### src/rtl/output_1_sched.sv
`default_nettype none
// ============================================================================
// Module      : output_1_sched
// Description : Frame sequencer for the binarized output layer. Accepts one
//               feature vector per time step, drives the weight-ROM address,
//               registers the vector so it lines up with the ROM read data,
//               and collects the step-tagged datapath results into a small
//               credit-protected FIFO.
//               Optional feature macro: OUTPUT_1_SCHED_PERF_EN (frame cycle
//               counter on perf_cycles; tied to 0 when undefined).
// Revision    : 1.0 - initial release
// ============================================================================
module output_1_sched #(
  parameter int STEPS      = 32,
  parameter int IN_W       = 480,
  parameter int OUT_W      = 8,
  parameter int FIFO_DEPTH = 4
) (
  input  logic             clk,
  input  logic             rst_n,
  input  logic             start,
  input  logic [IN_W-1:0]  in_data,
  input  logic             in_valid,
  output logic             in_ready,
  output logic             rom_en,
  output logic [4:0]       rom_addr,
  output logic [IN_W-1:0]  dp_data,
  output logic             dp_valid,
  input  logic [OUT_W-1:0] dp_result,
  input  logic             dp_result_valid,
  output logic [OUT_W-1:0] res_data,
  output logic [4:0]       res_step,
  output logic             res_valid,
  input  logic             res_ready,
  output logic             busy,
  output logic             done,
  output logic             err,
  output logic [15:0]      perf_cycles
);

  localparam int               c_AW    = $clog2(FIFO_DEPTH);
  localparam int               c_CW    = c_AW + 1;
  localparam logic [c_CW-1:0]  c_FULL  = c_CW'(FIFO_DEPTH);
  localparam logic [c_CW:0]    c_CRED  = (c_CW+1)'(FIFO_DEPTH);
  localparam logic [4:0]       c_LAST  = 5'(STEPS-1);

  typedef enum logic [1:0] {
    S_IDLE  = 2'd0,
    S_RUN   = 2'd1,
    S_DRAIN = 2'd2,
    S_DONE  = 2'd3
  } state_t;

  state_t            r_state, w_state_nxt;
  logic [4:0]        r_step;
  logic [4:0]        r_tag1, r_tag2;
  logic [c_CW-1:0]   r_inflight, w_infl_nxt;
  logic [c_CW-1:0]   r_count, w_cnt_nxt;
  logic [c_AW-1:0]   r_wptr, r_rptr;
  logic [OUT_W-1:0]  r_mem_d [FIFO_DEPTH];
  logic [4:0]        r_mem_s [FIFO_DEPTH];

  logic              w_start_ok, w_acc, w_pop, w_push, w_full;
  logic              w_bad_infl, w_bad_full, w_res_ok;
  logic [c_CW:0]     w_used;

  // Handshake, credit and FIFO control decode
  always_comb begin
    w_start_ok = start && (r_state == S_IDLE || r_state == S_DONE);
    w_used     = {1'b0, r_count} + {1'b0, r_inflight};
    in_ready   = (r_state == S_RUN) && (w_used < c_CRED);
    w_acc      = in_ready && in_valid;
    rom_en     = w_acc;
    rom_addr   = r_step;
    res_valid  = (r_count != '0);
    res_data   = r_mem_d[r_rptr];
    res_step   = r_mem_s[r_rptr];
    w_pop      = res_valid && res_ready;
    w_full     = (r_count == c_FULL);
    w_bad_infl = dp_result_valid && (r_inflight == '0);
    w_bad_full = dp_result_valid && w_full;
    w_res_ok   = dp_result_valid && !w_bad_infl;
    w_push     = w_res_ok && !w_bad_full;
    w_infl_nxt = r_inflight;
    if (w_acc && !w_res_ok)      w_infl_nxt = r_inflight + c_CW'(1);
    else if (!w_acc && w_res_ok) w_infl_nxt = r_inflight - c_CW'(1);
    w_cnt_nxt  = r_count;
    if (w_push && !w_pop)        w_cnt_nxt = r_count + c_CW'(1);
    else if (!w_push && w_pop)   w_cnt_nxt = r_count - c_CW'(1);
  end

  // Next-state and status outputs; DRAIN exits as the last result leaves
  always_comb begin
    w_state_nxt = r_state;
    busy        = 1'b0;
    done        = 1'b0;
    case (r_state)
      S_IDLE:  if (start) w_state_nxt = S_RUN;
      S_RUN: begin
        busy = 1'b1;
        if (w_acc && r_step == c_LAST) w_state_nxt = S_DRAIN;
      end
      S_DRAIN: begin
        busy = 1'b1;
        if (w_infl_nxt == '0 && w_cnt_nxt == '0) w_state_nxt = S_DONE;
      end
      S_DONE: begin
        done = 1'b1;
        if (start) w_state_nxt = S_RUN;
      end
      default: w_state_nxt = S_IDLE;
    endcase
  end

  // State register
  always_ff @(posedge clk) begin
    if (!rst_n) r_state <= S_IDLE;
    else        r_state <= w_state_nxt;
  end

  // Step counter, ROM-aligned data stage, tag pipeline, credits, FIFO, error
  always_ff @(posedge clk) begin
    if (!rst_n) begin
      r_step     <= '0;
      dp_data    <= '0;
      dp_valid   <= 1'b0;
      r_tag1     <= '0;
      r_tag2     <= '0;
      r_inflight <= '0;
      r_count    <= '0;
      r_wptr     <= '0;
      r_rptr     <= '0;
      err        <= 1'b0;
      for (int i = 0; i < FIFO_DEPTH; i++) begin
        r_mem_d[i] <= '0;
        r_mem_s[i] <= '0;
      end
    end else begin
      if (w_start_ok)                    r_step <= '0;
      else if (w_acc && r_step != c_LAST) r_step <= r_step + 5'd1;
      dp_valid <= w_acc;
      if (w_acc) begin
        dp_data <= in_data;
        r_tag1  <= r_step;
      end
      r_tag2     <= r_tag1;
      r_inflight <= w_infl_nxt;
      r_count    <= w_cnt_nxt;
      if (w_push) begin
        r_mem_d[r_wptr] <= dp_result;
        r_mem_s[r_wptr] <= r_tag2;
        r_wptr          <= r_wptr + c_AW'(1);
      end
      if (w_pop) r_rptr <= r_rptr + c_AW'(1);
      if (w_bad_infl || w_bad_full) err <= 1'b1;
    end
  end

`ifdef OUTPUT_1_SCHED_PERF_EN
  logic [15:0] r_perf;

  // Frame cycle counter: cleared on start, counts RUN/DRAIN, saturates
  always_ff @(posedge clk) begin
    if (!rst_n)                          r_perf <= '0;
    else if (w_start_ok)                 r_perf <= '0;
    else if (busy && r_perf != 16'hFFFF) r_perf <= r_perf + 16'd1;
  end

  assign perf_cycles = r_perf;
`else
  assign perf_cycles = '0;
`endif

endmodule
`default_nettype wire
### config.mk
export PLATFORM = sky130hd
export DESIGN_NAME = output_1_sched
export DESIGN_NICKNAME = d
export VERILOG_FILES = /design/src/rtl/output_1_sched.sv
export SDC_FILE = /design/constraint.sdc
export NUM_CORES = 1
export LEC_CHECK = 0
export CAP_MARGIN = 20
export CORE_AREA = 3 3 398 400
export CTS_CLUSTER_SIZE = 40
export DETAILED_ROUTE_END_ITERATION = 10
export DIE_AREA = 0 0 401 403
export MAX_ROUTING_LAYER = met4
export PLACE_DENSITY = 0.41
export SLEW_MARGIN = 5
export SYNTH_ARGS = -nofsm -noshare
export SYNTH_HDL_FRONTEND = slang
export SYNTH_SLANG_ARGS = --single-unit
export TNS_END_PERCENT = 50
### constraint.sdc
create_clock -name clk -period 3.05 [get_ports clk]
set_clock_uncertainty 0.2 [all_clocks]
set_input_delay 0.7625 -clock clk [delete_from_list [all_inputs] [get_ports clk]]
set_output_delay 0.7625 -clock clk [all_outputs]
set_load 0.02 [all_outputs]
==> results of run 1 <==
==> worst register-to-register path, cell delays in order (launching register included) <==
cell and delay [ps]:
dfxtp_1 400, inv_1 110, ha_1 210, buf_4 180, nor2b_1 200, nand3_1 120
a211oi_1 230, a211oi_1 80, buf_4 150, o41ai_4 390, a21oi_1 110, a311oi_1 270
==> synth_stat cells (3+ instances only) <==
master	number
a211oi_1	3
a21oi_1	489
and2_1	22
buf_4	16
clkbuf_1	170
dfxtp_1	511
edfxtp_1	52
ha_1	14
inv_1	23
mux4_2	13
nand2_1	989
nand2b_1	6
nand3_1	6
nor2_1	45
o21ai_0	9
o22a_1	5
xnor2_1	5
xor2_1	6
==> metrics by stage <==
step                      instances  setup slack (ps)
after floorplan                2434               209
after global placement         5395             -86.4
after detailed placement       5395             -57.6
after CTS                      5532             -30.9
after global routing           5536             0.166
final                          5541               113
==> repair_timing <==
item | in CTS | in global routing
gates cloned | 0 | 1
setup buffers | 4 | 0
gates resized for setup | 76 | 9
hold endpoints to repair | 0 | 0
setup endpoints to repair | 18 | 10
pin swaps | 2 | 2
==> where the power goes <==
part | total (µW) | internal [µW] | switching (µW) | leakage [µW]
registers | 9300 | 8650 | 650 | 0.00468
clock network | 8870 | 5170 | 3710 | 0.00119
logic | 9350 | 3920 | 5430 | 0.00619
total | 27500 | 17700 | 9790 | 0.0121
==> flip-flops by register name, summed over array words and instances, names as in the netlist, 2 cells and up, named ones only <==
| register | flops |
|---|---|
| r_mem_s | 20 |
| r_tag2 | 5 |
| r_mem_d | 32 |
| rom_addr | 5 |
| dp_data | 480 |
| r_state | 2 |
| r_count | 3 |
| r_tag1 | 5 |
| r_wptr | 2 |
| r_rptr | 2 |
| r_inflight | 3 |
==> per-layer routing <==
metal,vias up,GRT usage (%),wire [µm]
met5,-,-,0
li1,9827,-,-
met4,0,3.67,2660
met1,9597,15.5,45800
met2,697,22.7,54300
met3,185,3.67,7160
==> worst max-delay path by stage <==
| stage | end | cells past startpoint | slack (ps) |
|---|---|---|---|
| 2_1_floorplan | rom_en | 6 | 210 |
| 3_3_place_gp | r_state[0]$_SDFFE_PN0P_ | 8 | -90 |
| 3_5_place_dp | r_state[0]$_SDFFE_PN0P_ | 9 | -60 |
| 4_1_cts | res_data[1] | 3 | -30 |
| 5_1_grt | rom_en | 6 | 0.2 |
| 6_report | rom_en | 6 | 110 |
==> cell type report <==
type	count	area, µm²	area share [%]
diodes	8	20.0	0.0564
clock buffers	111	2170	6.12
clock inverters	22	284	0.800
inverters	25	109	0.307
multi-input cells	1659	7580	21.4
flip-flops and latches	563	11800	33.3
well taps	2058	2570	7.25
repair buffers	1095	11000	30.9
==> cell families (layout without fill, tap and decap cells) <==
kind of cell	after synthesis	in the layout	synth area share [%]
simple gates	1082	1082	20.9
flops	563	563	58.6
compound gates	522	522	13.4
buf+inv	212	1253	4.25
fa+ha+maj	15	15	0.920
mux	13	13	1.45
xor+xnor	11	11	0.479
other cells	1	24	0.0186
==> key figures, run 1 <==
Die
  • Die Width: 401 µm
  • Initial core utilization: 12.9%
  • Die ar.: 162000 µm²
  • Die Y: 403 µm
  • Core area: between 150000 and 200000 µm²
  • # IOs: between 1000 and 1500
  • FP Rows: between 100 and 150

Clocking
  • CTS tree: yes
  • Root buffer cell: clkbuf_16
  • Clk sink count: ~560
  • Buffer depth of the longest clock path: 3
  • Clock-pin slew on the worst setup and hold paths: about 60 ps
  • CTS H-Tree Depth: 3
  • Clock Latency Late Sink: between 600 and 700 ps
  • Num CTS Buffers: 75
  • CTS Hold Bufs: 0

Critical path
  • CP peak stage delay: 350 ps
  • Buf/Inv on CP: 3
  • Flop2flop setup slack: between 200 and 300 ps
  • Critical path's top delay family: simple AND/OR/NAND/NOR gates
  • Start point of the critical path: r_inflight[2]$_SDFF_PN0_
  • Worst path cell trace: ha_4 > nor4b_4 > buf_4 > nand3_4 > inv_8 > buf_6
  • Reg2Reg Depth: 11
  • CP arrival: 1970 ps
  • Endpoint class of the critical path: primary output
  • FF-to-FF Start: r_count[1]$_SDFF_PN0_
  • Crit path launch type: register
  • RR Endpoint: r_state[1]$_SDFFE_PN0P_
  • Worst-path fanout max: 3
  • CP max-delay cell: dfxtp_4
  • Type of the worst setup path: register to primary output
  • Req. time, crit path: 2090 ps

Placement
  • PortBufs: 998
  • Dpl cell area: roughly 33000 µm²
  • DP HPWL: about 84 mm
  • GP Congestion: 0.828

Synthesis
  • Netlist cell types: 45
  • Mapped Cells: about 2400
  • FF+latch count, synth: around 560
  • Mapped Area: slightly above 20000 µm²
  • Number of enable flip-flop cells after synthesis: 52
  • Synth top area share: 50.8%
  • Average size of a mapped cell: 8.32 µm²
  • Largest cells by area after synthesis: dfxtp_1 (51%), nand2_1 (18%), a21oi_1 (12%)
  • Register area share after synthesis: approximately 59%
  • Post-synth top flop: dfxtp_1
  • Synthesis Warnings: 0
  • Post-synth ARST share: 0%
  • Yosys top cell by area: dfxtp_1

Worst hold path
  • Worst Hold Launch: r_tag1[0]$_SDFFE_PN0P_
  • Worst Hold Class: register to register
  • Hold Path Sink: r_tag2[0]$_SDFF_PN0_
  • Worst hold path cell count: 1

Route
  • Avg Vias per Cell: 3.66
  • WL/cell: roughly 20 µm
  • Pre-Repair DR Iteration Count: 6
  • Routed Antenna Nets: 0
  • Vias: slightly above 20000
  • DRT iter0 DRCs: 1036
  • DRT Wirelength: 110 mm
  • Residual DRC: 0

Cells and area
  • Area grow syn2layout: 76.4%
  • Final #Nets: between 3000 and 4000
  • Post-route cell area: 35500 µm²
  • Share of layout cells above drive strength 1: ~7.3%
  • Most frequent cells in the layout: nand2_1 (989), clkdlybuf4s50_1 (981), dfxtp_1 (506)
  • Final core occ: approximately 23%
  • # fillers: between 15000 and 20000
  • Commonest non-fill, non-tap cell in the layout: nand2_1

Global routing
  • Vias in the first global route: 20200
  • Final global-route overflow total: 0
  • Largest net degree at the start of global routing: 97
  • Total track usage: a little over an eighth
  • First-pass GRT wire length: 153 mm
  • Antenna violations before repair: 47

Run
  • Max_cap viols: 0

Power
  • Total chip power: about 28000 µW
  • Pwr dens: between 700 and 800 nW/µm²
  • Worst vdd ir: ~0.42 mV
  • LEAKAGE: roughly 0.012 µW

STA
  • WHS: between 200 and 250 ps
  • Setup TNS: 0 ps
  • Final Cycle Share: 96.3%
  • Final setup violation count: 0
  • Worst slew pin tran: about 700 ps
  • Unrepaired setup endpoints after global routing: no
  • Max-slew headroom: approximately 52%
  • Slew Viols, Final: 0
  • F_max: between 300 and 400 MHz
  • Min Tclk post-route: roughly 2900 ps
  • Final hold violation count: 0

Run status
  • Status: completed
Power figures use the tool's default switching activity.
==> inputs of run 2 (changes only) <==
--- a/config.mk
+++ b/config.mk
@@ -10,6 +10,7 @@
 export CTS_CLUSTER_SIZE = 40
 export DETAILED_ROUTE_END_ITERATION = 10
 export DIE_AREA = 0 0 401 403
+export GPL_TIMING_DRIVEN = 0
 export MAX_ROUTING_LAYER = met4
 export PLACE_DENSITY = 0.41
 export SLEW_MARGIN = 5
==> run 2 against run 1 <==
  * The run now ends with negative setup slack left
  * Largest power group unchanged
  * Fmax is 4.6% lower
  * Setup slack got worse by 140 ps
  * First-iteration DRC count up 2.0%
==> key figures, run 2 (synthesis gave the netlist of run 1 again) <==
STA
  • Min Tclk post-route: 3080 ps (+141 ps)
  • Final hold violation count: 0 (unchanged)
  • Worst slew pin tran: 1020 ps (+301 ps)
  • Final setup violation count: 2 (+2)
  • F_max: 325 MHz (-4.6%)
  • WHS: 251 ps (+13.9 ps)
  • Unrepaired setup endpoints after global routing: yes
  • Final Cycle Share: 101% (+4.6 points)
  • Max-slew headroom: 31.9% (-20 points)
  • Final WS setup: -28.1 ps (-141 ps)
  • Slew Viols, Final: 0 (unchanged)

Cells and area
  • Largest register by flop count: dp_data
  • Biggest regs: dp_data x480, r_mem_d x32, r_mem_s x20
  • Area grow syn2layout: 77.3%
  • Max reg flops: 480 (unchanged)
  • Most frequent cells in the layout: nand2_1 (989), clkdlybuf4s50_1 (979), dfxtp_1 (506)
  • Final #Nets: 4033 (+2.7%)
  • Commonest non-fill, non-tap cell in the layout: nand2_1
  • Share of layout cells above drive strength 1: 7.09% (-0.22 points)

Route
  • Vias: 21000 (+3.2%)
  • Routed Antenna Nets: 0 (unchanged)
  • WL/cell: 22.4 µm (+13%)
  • DRT iter0 DRCs: 1057 (+2.0%)
  • Residual DRC: 0 (unchanged)
  • Avg Vias per Cell: 3.70 (+1.0%)
  • DRT Wirelength: 127 mm (+16%)
  • Pre-Repair DR Iteration Count: 5 (-1)

Power
  • Internal power: 17900 µW (+0.73%)
  • Flop pwr share: 33.1% (-0.7 points)
  • Sw frac: 36.8% (+1.2 points)
  • Worst vdd ir: 0.432 mV (+3.7%)
  • LEAKAGE: 0.0122 µW (+0.66%)
  • Combinational fraction of design power: 34.5% (+0.5 points)
  • Net switching power: 10400 µW (+6.2%)
  • Clock share of power: 32.5% (+0.3 points)
  • Pwr dens: 792 nW/µm² (+2.2%)

Critical path
  • Endpoint class of the critical path: primary output
  • Crit path launch type: register
  • Worst-path fanout max: 3 (unchanged)
  • Req. time, crit path: 2090 ps (about the same)
  • CP arrival: 2120 ps (+150 ps)
  • Type of the worst setup path: register to primary output
  • Flop2flop setup slack: 140 ps (-140 ps)

Die
  • Initial core utilization: 12.9% (unchanged)
  • # IOs: 1015 (unchanged)
  • Die Width: 401 µm (unchanged)
  • Core area: 156000 µm² (unchanged)
  • FP Rows: 145 (unchanged)
  • Die Y: 403 µm (unchanged)
  • Die ar.: 162000 µm² (unchanged)

Worst hold path
  • Worst Hold Class: register to register

Clocking
  • Clock Latency Late Sink: 650 ps (about the same)
  • Num CTS Buffers: 76 (+1.3%)
  • CTS tree: yes
  • Clk sink count: 563 (unchanged)
  • Root buffer cell: clkbuf_16
  • Buffer depth of the longest clock path: 3 (unchanged)
  • Clock-pin slew on the worst setup and hold paths: 60 ps (about the same)
  • CTS H-Tree Depth: 3 (unchanged)

Global routing
  • Largest net degree at the start of global routing: 14 (-86%)
  • Total track usage: 15.5% (+2.1 points)
  • First-pass GRT wire length: 169 mm (+11%)
  • Antenna violations before repair: 54 (+15%)
  • Vias in the first global route: 20600 (+2.3%)
  • Final global-route overflow total: 0 (unchanged)

Placement
  • DP HPWL: 102 mm (+22%)
  • PortBufs: 998 (unchanged)
  • Post-Place Worst Slack: -2030 ps (-1980 ps)
  • GP Congestion: 0.860 (+3.9%)

Run status
  • Failing checks: negative setup slack
  • Status: complete, but fails checks

Run
  • Max_cap viols: 0 (unchanged)
==> run 2: changes by cell type in the layout (fill, tap and decap cells not counted), sizes merged, moves of 3 or more <==
cell           previous run  this run
dlygate4sd2               1         5
diode                     8        20
clkbuf                  113       275
clkdlybuf4s15             4         1
buf                     107        52
==> run 2: power groups by stage <==
stage / clock network, µW / registers, µW / logic [µW]
after global placement: 0 / 9450 / 9670
after CTS: 9540 / 9350 / 9910
after global routing: 9830 / 9480 / 10500
after detailed placement: 0 / 9470 / 9700
final: 9170 / 9350 / 9740
after floorplan: 0 / 10500 / 3310
==> run 2: worst max-delay path: stages (launching register included) <==
cell and delay [ps]:
dfxtp_4 350, ha_4 240, nor4b_4 340, nand3_4 180
inv_8 100, clkbuf_16 150, buf_8 110
==> run 2: layer usage <==
layer	up-vias	GRT usage [%]	part of all wire, %
li1	10100	-	-
met1	9856	17.9	41
met2	805	25.1	48
met3	205	5.24	7.8
met4	0	5.29	2.9
met5	-	-	0
==> run 2: repair_timing <==
action	in CTS	in global routing
gates cloned	0	0
endpoints found under the setup margin	544	268
setup buffers	9	2
pin swaps	3	3
hold buffers	0	0
gates resized for setup	153	62
==> run 2: layout make-up <==
class                           count  area (µm²)
Fill cell                       17300      120000
Clock buffer                      112        2230
Antenna cell                       20        50.0
Multi-Input combinational cell   1659        7590
Buffer                            186         912
Timing Repair Buffer             1014       10100
Tap cell                         2058        2570
Sequential cell                   563       11800
Clock inverter                     22         297
Inverter                           25         101
==> run 2: per-stage QoR <==
stage                     cells  total power (µW)  util, %  TNS (ps)  cell area, µm²
after floorplan            2434             13800        -         0           20200
after global placement     5490             19100     21.0   -650800           32700
after global routing       5659             29800     22.9      -439           35700
after CTS                  5638             28800     22.9      -292           35600
after detailed placement   5495             19200     21.1   -466820           32800
final                      5659             28300     22.9     -36.9           35700
==> run 2: path summary, 6_finish.rpt <==
path,depth (start not counted),to,start
worst max-delay path,6,rom_en,r_inflight[2]$_SDFF_PN0_
worst min-delay path,2,dp_data[419]$_SDFFE_PN0P_,dp_data[419]$_SDFFE_PN0P_
worst max register to register,11,dp_data[86]$_SDFFE_PN0P_,r_inflight[2]$_SDFF_PN0_
worst min register to register,2,dp_data[419]$_SDFFE_PN0P_,dp_data[419]$_SDFFE_PN0P_
==> inputs of run 3 (changes only) <==
--- a/config.mk
+++ b/config.mk
@@ -5,7 +5,7 @@
 export SDC_FILE = /design/constraint.sdc
 export NUM_CORES = 1
 export LEC_CHECK = 0
-export CAP_MARGIN = 20
+export CAP_MARGIN = 25
 export CORE_AREA = 3 3 398 400
 export CTS_CLUSTER_SIZE = 40
 export DETAILED_ROUTE_END_ITERATION = 10
==> run 3 against run 2 <==
  * The run still ends with negative setup slack left
  * Largest cell class unchanged
  * Setup slack improved by 10 ps
  * Non-clock buffer count up 1
  * Clock-buffer cell count decreased by 6
  * Sequential power barely moved
  * Combinational power hardly changed
  * Total power is 0.87% lower
  * Critical endpoint unchanged
  * Clock power shrank 2.5%
==> key figures, run 3 (synthesis gave the netlist of run 1 again) <==
Global routing
  • Final global-route overflow total: 0 (unchanged)
  • Antenna violations before repair: 49 (-9.3%)
  • Total track usage: 15.5% (-0.033 points)
  • Largest net degree at the start of global routing: 14 (unchanged)
  • First-pass GRT wire length: 169 mm (about the same)
  • Vias in the first global route: 20400 (-0.81%)

Worst hold path
  • Worst Hold Launch: dp_data[4]$_SDFFE_PN0P_
  • Hold Path Sink: dp_data[4]$_SDFFE_PN0P_
  • Worst hold path cell count: 2 (unchanged)
  • Worst Hold Class: register to register

Critical path
  • RR Endpoint: dp_data[27]$_SDFFE_PN0P_
  • CP peak stage delay: 350 ps (about the same)
  • FF-to-FF Start: r_inflight[2]$_SDFF_PN0_
  • Flop2flop setup slack: 150 ps (about the same)
  • Type of the worst setup path: register to primary output
  • Endpoint class of the critical path: primary output
  • Crit path launch type: register
  • Worst path cell trace: ha_4 > nor4b_4 > nand3_4 > inv_8 > clkbuf_16 > buf_8
  • CP max-delay cell: dfxtp_4
  • Worst-path fanout max: 3 (unchanged)
  • Req. time, crit path: 2090 ps (about the same)
  • CP arrival: 2110 ps (about the same)
  • Reg2Reg Depth: 9 (-2)

Placement
  • PortBufs: 998 (unchanged)
  • Dpl cell area: 32900 µm² (about the same)
  • DP HPWL: 102 mm (about the same)
  • Post-Place Worst Slack: -2100 ps (-61.6 ps)
  • Placed cells: 5497 (+0.036%)
  • GP Congestion: 0.860 (unchanged)

Route
  • Avg Vias per Cell: 3.69 (-0.36%)
  • Routed Antenna Nets: 0 (unchanged)
  • DRT Wirelength: 127 mm (-0.36%)
  • Residual DRC: 0 (unchanged)
  • WL/cell: 22.4 µm (-0.29%)
  • DRT iter0 DRCs: 1172 (+11%)
  • Vias: 20900 (-0.43%)
  • Pre-Repair DR Iteration Count: 5 (unchanged)

Die
  • # IOs: 1015 (unchanged)
  • Die ar.: 162000 µm² (unchanged)
  • FP Rows: 145 (unchanged)
  • Initial core utilization: 12.9% (unchanged)
  • Core area: 156000 µm² (unchanged)
  • Die Y: 403 µm (unchanged)
  • Die Width: 401 µm (unchanged)

Cells and area
  • Max reg flops: 480 (unchanged)
  • Biggest regs: dp_data x480, r_mem_d x32, r_mem_s x20
  • Area grow syn2layout: 76.8%
  • Final #Nets: 4032 (-0.025%)
  • Commonest non-fill, non-tap cell in the layout: nand2_1
  • Largest register by flop count: dp_data
  • Final core occ: 22.9% (-0.059 points)
  • Share of layout cells above drive strength 1: 7.18% (+0.090 points)
  • Non-filler cells, final: 5655 (-0.071%)
  • Most frequent cells in the layout: nand2_1 (989), clkdlybuf4s50_1 (979), dfxtp_1 (506)
  • Post-route cell area: 35600 µm² (-0.26%)

Clocking
  • CTS tree: yes
  • Root buffer cell: clkbuf_16
  • Clk sink count: 563 (unchanged)
  • Buffer depth of the longest clock path: 3 (unchanged)
  • CTS H-Tree Depth: 3 (unchanged)
  • Num CTS Buffers: 74 (-2.6%)
  • Clock Latency Late Sink: 650 ps (about the same)
  • Clock-pin slew on the worst setup and hold paths: 60 ps (about the same)

Power
  • Flop pwr share: 33.4% (+0.3 points)
  • Internal power: 17700 µW (-0.92%)
  • LEAKAGE: 0.0121 µW (-0.12%)
  • Worst vdd ir: 0.366 mV (-15%)
  • Pwr dens: 787 nW/µm² (-0.61%)
  • Combinational fraction of design power: 34.7% (+0.2 points)
  • Clock share of power: 31.9% (-0.6 points)
  • Sw frac: 36.8% (about the same)
  • Net switching power: 10300 µW (-0.77%)

STA
  • Slew Viols, Final: 0 (unchanged)
  • Final Cycle Share: 101% (-0.34 points)
  • Max-slew headroom: 35.8% (+3.8 points)
  • Min Tclk post-route: 3070 ps (-10.3 ps)
  • Unrepaired setup endpoints after global routing: yes
  • Worst slew pin tran: 963 ps (-57.5 ps)
  • F_max: 326 MHz (+0.33%)
  • Final hold violation count: 0 (unchanged)
  • Final WS setup: -17.8 ps (+10.3 ps)
  • Setup TNS: -17.8 ps (+19.1 ps)
  • Final setup violation count: 1 (-1)

Run
  • Max_cap viols: 0 (unchanged)

Run status
  • Failing checks: negative setup slack
  • Status: complete, but fails checks
-- run 3: cell types whose count changed in the layout (fill, tap and decap cells not counted), moves of 2 or more --
cell	delta
buf_4	-4
clkbuf_2	+2
inv_6	+2
buf_8	+2
clkinv_2	+7
clkbuf_16	-3
clkbuf_1	-3
clkinv_1	-4
-- run 3: power groups by stage --
stage | Clock, µW | Combinational, µW | Sequential, µW
final | 8940 | 9730 | 9350
after global routing | 9570 | 10500 | 9470
after CTS | 9320 | 9920 | 9340
after detailed placement | 0 | 9720 | 9470
after global placement | 0 | 9670 | 9450
after floorplan | 0 | 3310 | 10500
-- run 3: per-stage QoR --
| step | total power (µW) | hold slack [ps] |
|---|---|---|
| global route | 29600 | 266 |
| global placement | 19100 | 241 |
| CTS | 28600 | 253 |
| finish | 28000 | 251 |
| floorplan | 13800 | 229 |
| detailed placement | 19200 | 243 |
-- run 3: layer usage --
layer | up-vias | GRT usage, % | wire length, µm
li1 | 10100 | - | -
met1 | 9849 | 18.0 | 52500
met2 | 747 | 25.2 | 61000
met3 | 179 | 4.62 | 9360
met4 | 0 | 5.62 | 3680
met5 | - | - | 0
-- run 3: area by class of cell --
| class | count | area [µm²] |
|---|---|---|
| timing repair buffer | 1015 | 10100 |
| clock buffer | 106 | 2150 |
| buffer | 186 | 895 |
| antenna | 19 | 47.5 |
| inverter | 25 | 101 |
| tap | 2058 | 2570 |
| fill | 17300 | 120000 |
| multi-input combinational | 1659 | 7590 |
| clock inverter | 24 | 277 |
| sequential | 563 | 11800 |
-- run 3: repair_timing --
item                                    CTS  global route
pin swaps                                 3             3
hold buffers                              0             0
gates resized for setup                 149            49
setup buffers                             9             2
endpoints found under the setup margin  540           234
-- run 3: critical path: cells and delay by family, from the launching register on --
kind | cells | cell delay, ps
DFF | 1 | 350
buffers and inverters | 3 | 360
adders and majority gates | 1 | 240
and+or+nand+nor | 2 | 490
-- run 3: worst max-delay path by stage --
stage / start / endpoint / slack, ps
final: r_inflight[2]$_SDFF_PN0_ / rom_en / -20
after global routing: r_inflight[2]$_SDFF_PN0_ / rom_en / -150
after CTS: r_count[2]$_SDFF_PN0_ / rom_en / -260
after detailed placement: in_valid / rom_en / -2100
after global placement: in_valid / dp_data[313]$_SDFFE_PN0P_ / -2140
after floorplan: r_inflight[2]$_SDFF_PN0_ / rom_en / 210
